$ cat config.mk
export PLATFORM = sky130hd
export DESIGN_NAME = flu_issue_sched
export DESIGN_NICKNAME = d
export VERILOG_FILES = /design/src/rtl/flu_issue_sched_pkg.sv /design/src/rtl/flu_issue_sched_wb_slot_tracker.sv /design/src/rtl/flu_issue_sched.sv
export SDC_FILE = /design/constraint.sdc
export NUM_CORES = 1
export LEC_CHECK = 0
export CAP_MARGIN = 40
export CORE_AREA = 5 5 42 44
export CTS_CLUSTER_SIZE = 25
export DETAILED_ROUTE_END_ITERATION = 12
export DIE_AREA = 0 0 47 49
export PLACE_DENSITY = 0.63
export SYNTH_ARGS = -nofsm -noshare
export SYNTH_HDL_FRONTEND = slang
export SYNTH_SLANG_ARGS = --single-unit
$ cat constraint.sdc
create_clock -name clk_i -period 2.7 [get_ports clk_i]
set_input_delay 0.81 -clock clk_i [delete_from_list [all_inputs] [get_ports clk_i]]
set_output_delay 0.81 -clock clk_i [all_outputs]
set_load 0.1 [all_outputs]
$ cat src/rtl/flu_issue_sched_pkg.sv
// Shared types for the FLU issue scheduler: functional-unit classes and division FSM states.
package flu_issue_sched_pkg;

    typedef enum logic [2:0] {
        FuAlu    = 3'd0,
        FuBranch = 3'd1,
        FuCsr    = 3'd2,
        FuMul    = 3'd3,
        FuDiv    = 3'd4
    } fu_class_t;

    localparam int unsigned MULT_LAT_DEFAULT = 1;

    typedef enum logic [0:0] {
        StIdle,
        StDivBusy
    } div_state_e;

endpackage

$ cat src/rtl/flu_issue_sched_wb_slot_tracker.sv
// Reservation shift register for the shared FLU writeback port; bit 0 is the current cycle.
module flu_issue_sched_wb_slot_tracker #(
    parameter int unsigned Depth = 1
) (
    input  logic             clk_i,
    input  logic             rst_ni,
    input  logic             set_i,
    input  logic             shift_i,
    input  logic             clear_i,
    output logic [Depth-1:0] slot_o
);

    logic [Depth-1:0] slot_q, slot_d;

    always_comb begin
        slot_d = slot_q;
        if (clear_i) begin
            slot_d = '0;
        end else begin
            if (shift_i) slot_d = slot_q >> 1;
            if (set_i)   slot_d[Depth-1] = 1'b1;
        end
    end

    always_ff @(posedge clk_i or negedge rst_ni) begin
        if (!rst_ni) slot_q <= '0;
        else         slot_q <= slot_d;
    end

    assign slot_o = slot_q;

endmodule

$ cat src/rtl/flu_issue_sched.sv
// FLU issue scheduler: per-unit strobes, writeback-slot reservation for multiplies and
// serialisation of variable-latency divisions.
module flu_issue_sched
    import flu_issue_sched_pkg::*;
#(
    parameter int unsigned MULT_LAT = MULT_LAT_DEFAULT,
    parameter int unsigned TID_W    = 3
) (
    input  logic                clk_i,
    input  logic                rst_ni,
    input  logic                flush_i,
    input  logic                issue_valid_i,
    input  logic [2:0]          issue_class_i,
    input  logic [TID_W-1:0]    issue_tid_i,
    output logic                issue_ack_o,
    output logic                alu_valid_o,
    output logic                branch_valid_o,
    output logic                csr_valid_o,
    output logic                mult_valid_o,
    input  logic                csr_ready_i,
    input  logic                mult_ready_i,
    input  logic                mult_done_i,
    input  logic [TID_W-1:0]    mult_done_tid_i,
    output logic                div_busy_o,
    output logic [MULT_LAT-1:0] wb_slot_o
);

    div_state_e          state_q, state_d;
    logic [TID_W-1:0]    div_tid_q, div_tid_d;
    logic [MULT_LAT-1:0] slot_q;
    logic                ack;
    logic                is_mul, is_div;

    assign is_mul = (issue_class_i == FuMul);
    assign is_div = (issue_class_i == FuDiv);

    // rst_ni gates the ack so every output reads 0 while reset is held.
    always_comb begin
        ack = 1'b0;
        if (rst_ni && !flush_i && issue_valid_i && state_q == StIdle) begin
            case (issue_class_i)
                FuAlu, FuBranch: ack = ~slot_q[0];
                FuCsr:           ack = ~slot_q[0] & csr_ready_i;
                FuMul:           ack = mult_ready_i;
                FuDiv:           ack = mult_ready_i & (slot_q == '0);
                default:         ack = 1'b0;
            endcase
        end
    end

    assign issue_ack_o    = ack;
    assign alu_valid_o    = ack & (issue_class_i == FuAlu);
    assign branch_valid_o = ack & (issue_class_i == FuBranch);
    assign csr_valid_o    = ack & (issue_class_i == FuCsr);
    assign mult_valid_o   = ack & (is_mul | is_div);

    always_comb begin
        state_d   = state_q;
        div_tid_d = div_tid_q;
        if (flush_i) begin
            state_d   = StIdle;
            div_tid_d = '0;
        end else begin
            unique case (state_q)
                StIdle: begin
                    if (ack && is_div) begin
                        state_d   = StDivBusy;
                        div_tid_d = issue_tid_i;
                    end
                end
                StDivBusy: begin
                    // A done with another ID is an in-flight multiply, not our division.
                    if (mult_done_i && mult_done_tid_i == div_tid_q) state_d = StIdle;
                end
                default: state_d = StIdle;
            endcase
        end
    end

    always_ff @(posedge clk_i or negedge rst_ni) begin
        if (!rst_ni) begin
            state_q   <= StIdle;
            div_tid_q <= '0;
        end else begin
            state_q   <= state_d;
            div_tid_q <= div_tid_d;
        end
    end

    assign div_busy_o = (state_q == StDivBusy);

    flu_issue_sched_wb_slot_tracker #(
        .Depth (MULT_LAT)
    ) u_wb_slot_tracker (
        .clk_i   (clk_i),
        .rst_ni  (rst_ni),
        .set_i   (ack & is_mul),
        .shift_i (1'b1),
        .clear_i (flush_i),
        .slot_o  (slot_q)
    );

    assign wb_slot_o = slot_q;

endmodule

==> impl_metrics.env <==
export IMPL_avgSynthCellArea_sq_um=9.42
export IMPL_layout_commonest_cell="buf_4"
export IMPL_crit_slowest_cell="nand4bb_1"
export IMPL_outcome="finished clean"
export IMPL_grt_pass1_wl_um=1780
export IMPL_layout_common_cells="13 x buf_4, 8 x clkdlybuf4s50_1, 5 x buf_12"
export IMPL_drv_slew=0
export IMPL_die_h_um=49
export IMPL_skew_ns=0.00304
export IMPL_drive_above_1_share=0.533
export IMPL_portBuffers=22
export IMPL_cts_tree="yes"
export IMPL_dr_pass1_iters=1
export IMPL_powerDensity_nw_per_um2=291
export IMPL_fin_nets=92
export IMPL_via_per_inst=4.79
export IMPL_hp_class="reg -> reg"
export IMPL_area_growth_pct=127
export IMPL_min_period_ns=2.64
export IMPL_combinationalPowerShare=0.312
export IMPL_hold_violations=0
export IMPL_setup_tns_ns=0
export IMPL_worstPathCellList="clkdlybuf4s15_1, nand4bb_1, buf_6, a21oi_2, o211a_4, buf_12"
export IMPL_fill_cells=146
export IMPL_worstSkewPairLatency_ns=0.24
export IMPL_max_stage_delay_ns=0.20
export IMPL_finalSetupViolCount=0
export IMPL_clock_power_share=0.366
export IMPL_clockBufferDepth=2
export IMPL_ys_types=21
export IMPL_worstMarginPinSlew_ns=0.258
export IMPL_htree_levels=1
export IMPL_die_area_sq_um=2300
export IMPL_gp_congestion=0.773
export IMPL_peakVddDrop_uv=167
export IMPL_path_buf_inv=3
export IMPL_grt_start_max_net_pins=8
export IMPL_worstSetupStartpointType="primary input"
export IMPL_synth_area_sq_um=358
export IMPL_vias=436
export IMPL_max_cap_violations=0
export IMPL_critPathTopFamily="buffers and inverters"
export IMPL_arrival_ns=1.83
export IMPL_p_int_mw=0.171
export IMPL_fin_util=0.580
export IMPL_worst_path_max_fanout=5
export IMPL_drt_iter0_drc=0
export IMPL_cts_buffers=3
export IMPL_antenna_found_initial=0
export IMPL_fin_hold_ws_ns=0.535
export IMPL_cp_required_ns=1.89
export IMPL_grt_total_usage=0.110
export IMPL_critical_path_class="in -> out"
export IMPL_cellLeakagePower_nw=0.353
export IMPL_syn_nets=54
export IMPL_root_buffer="clkbuf_4"
export IMPL_synth_warnings=0
export IMPL_grt_ovfl_total=0
export IMPL_route_detailed_drc=0
export IMPL_finalWirelength_um=1130
export IMPL_antennaDiodeCount=0
export IMPL_cts_sinks=5
export IMPL_io_pins=23
export IMPL_p_switching_mw=0.0665
export IMPL_start_util=0.255
export IMPL_multiInputGateArea_sq_um=292
export IMPL_seq_area_frac_synth=0.350
export IMPL_die_width_um=47
export IMPL_ys_ff_latch=5
export IMPL_seqPwrFrac=0.322
export IMPL_ant_nets=0
export IMPL_hpwl_um=924
export IMPL_fin_crit_sh=0.979
export IMPL_fmax_mhz=378
export IMPL_relSlewSlack=0.827
export IMPL_rsz0062_at_grt="false"
export IMPL_coreArea_sq_um=1400
export IMPL_cp_end_kind="primary output"
export IMPL_wl_per_cell_um=12.4
export IMPL_syn_inst=38
export IMPL_cts_clk_slew_worst_paths_ns=0.04
export IMPL_num_rows=14
export IMPL_grt_pass1_vias=432
export IMPL_switching_share=0.281
export IMPL_seq_area_sq_um=128
-- power by group through the flow --
stage | logic, mW | clock network (mW) | registers (mW)
floorplan | 0.0252 | 0 | 0.0793
global placement | 0.0723 | 0 | 0.0774
detailed placement | 0.0730 | 0 | 0.0774
CTS | 0.0734 | 0.0910 | 0.0763
global route | 0.0789 | 0.0980 | 0.0763
finish | 0.0740 | 0.0867 | 0.0764
-- synthesized netlist by cell type --
cell type  count  area [sq um]
or3_4          1          11.3
nand4b_1       1          8.76
inv_1          1          3.75
nor3_1         2          10.0
nand4_1        1          6.26
nand2_1        3          11.3
mux2_2         3          33.8
nor2_1         4          15.0
dfrtp_1        5           125
nor4_1         1          6.26
a21oi_1        2          10.0
o22ai_1        1          6.26
nor3_4         1          16.3
o21a_1         1          7.51
a31o_2         1          8.76
o211a_1        1          10.0
xnor2_1        3          26.3
nand3b_1       1          7.51
nand4bb_1      1          11.3
nor2b_1        3          18.8
clkbuf_1       1          3.75
-- per-stage QoR --
stage               power, mW  setup WS (ns)  instances  cell area [sq um]
floorplan               0.104         -0.362         38                415
global placement        0.150         -0.255         86                769
detailed placement      0.150         -0.258         86                769
CTS                     0.241         0.0232         90                811
global route            0.253        0.00770         91                813
finish                  0.237         0.0564         91                813
-- worst register-to-register path, delay by kind of cell, from the launching register on --
| kind | cells | cell delay, ns |
|---|---|---|
| buffers and inverters | 2 | 0.28 |
| flip-flops | 1 | 0.45 |
| multiplexers | 1 | 0.37 |
| AND/OR/NAND/NOR | 2 | 0.68 |
-- cell families after synthesis --
logic type | count (synthesis) | synth area share
AOI/OAI and AO/OA | 6 | 0.119
xor gates and xnor gates | 3 | 0.0734
buffers and inverters | 2 | 0.0210
DFF | 5 | 0.350
muxes | 3 | 0.0944
and+or+nand+nor | 19 | 0.343
-- registers in the layout (all words and copies together) (netlist names) --
signal and count:
div_busy_o 1, div_tid_q 3, u_wb_slot_tracker.slot_o 1
-- routing by layer --
metal  global-route usage  up-vias  share of wire
li1                     -      210              -
met2                0.165       27           0.46
met5                    0        -              0
met3               0.0332        7           0.15
met4                0.115        0          0.058
met1                0.109      192           0.33
-- worst paths after layout --
check,endpoint,slack [ns],start,cells after the start
setup / recovery,issue_ack_o,0.06,flush_i,6
hold / removal,div_busy_o$_DFF_PN0_,0.53,div_busy_o$_DFF_PN0_,1
min in group asynchronous,div_tid_q[1]$_DFFE_PN0P_,0.62,rst_ni,2
max in group asynchronous,u_wb_slot_tracker.slot_o$_DFF_PN0_,1.95,rst_ni,2
setup reg to reg,div_tid_q[2]$_DFFE_PN0P_,0.81,u_wb_slot_tracker.slot_o$_DFF_PN0_,5
hold reg to reg,div_busy_o$_DFF_PN0_,0.53,div_busy_o$_DFF_PN0_,1
-- area by class of cell --
cell class,count,share of cell area
inverters,1,0.00462
multi-input cells,31,0.358
flip-flops and latches,5,0.157
well taps,16,0.0246
clock buffers,4,0.0323
repair buffers,34,0.423
-- repair_timing --
action,in CTS,in global routing
buffers inserted,0,1
endpoints found under the setup margin,5,1
pin swaps,5,3
hold buffers,0,0
gates resized for setup,17,1
Power figures use the tool's default switching activity.
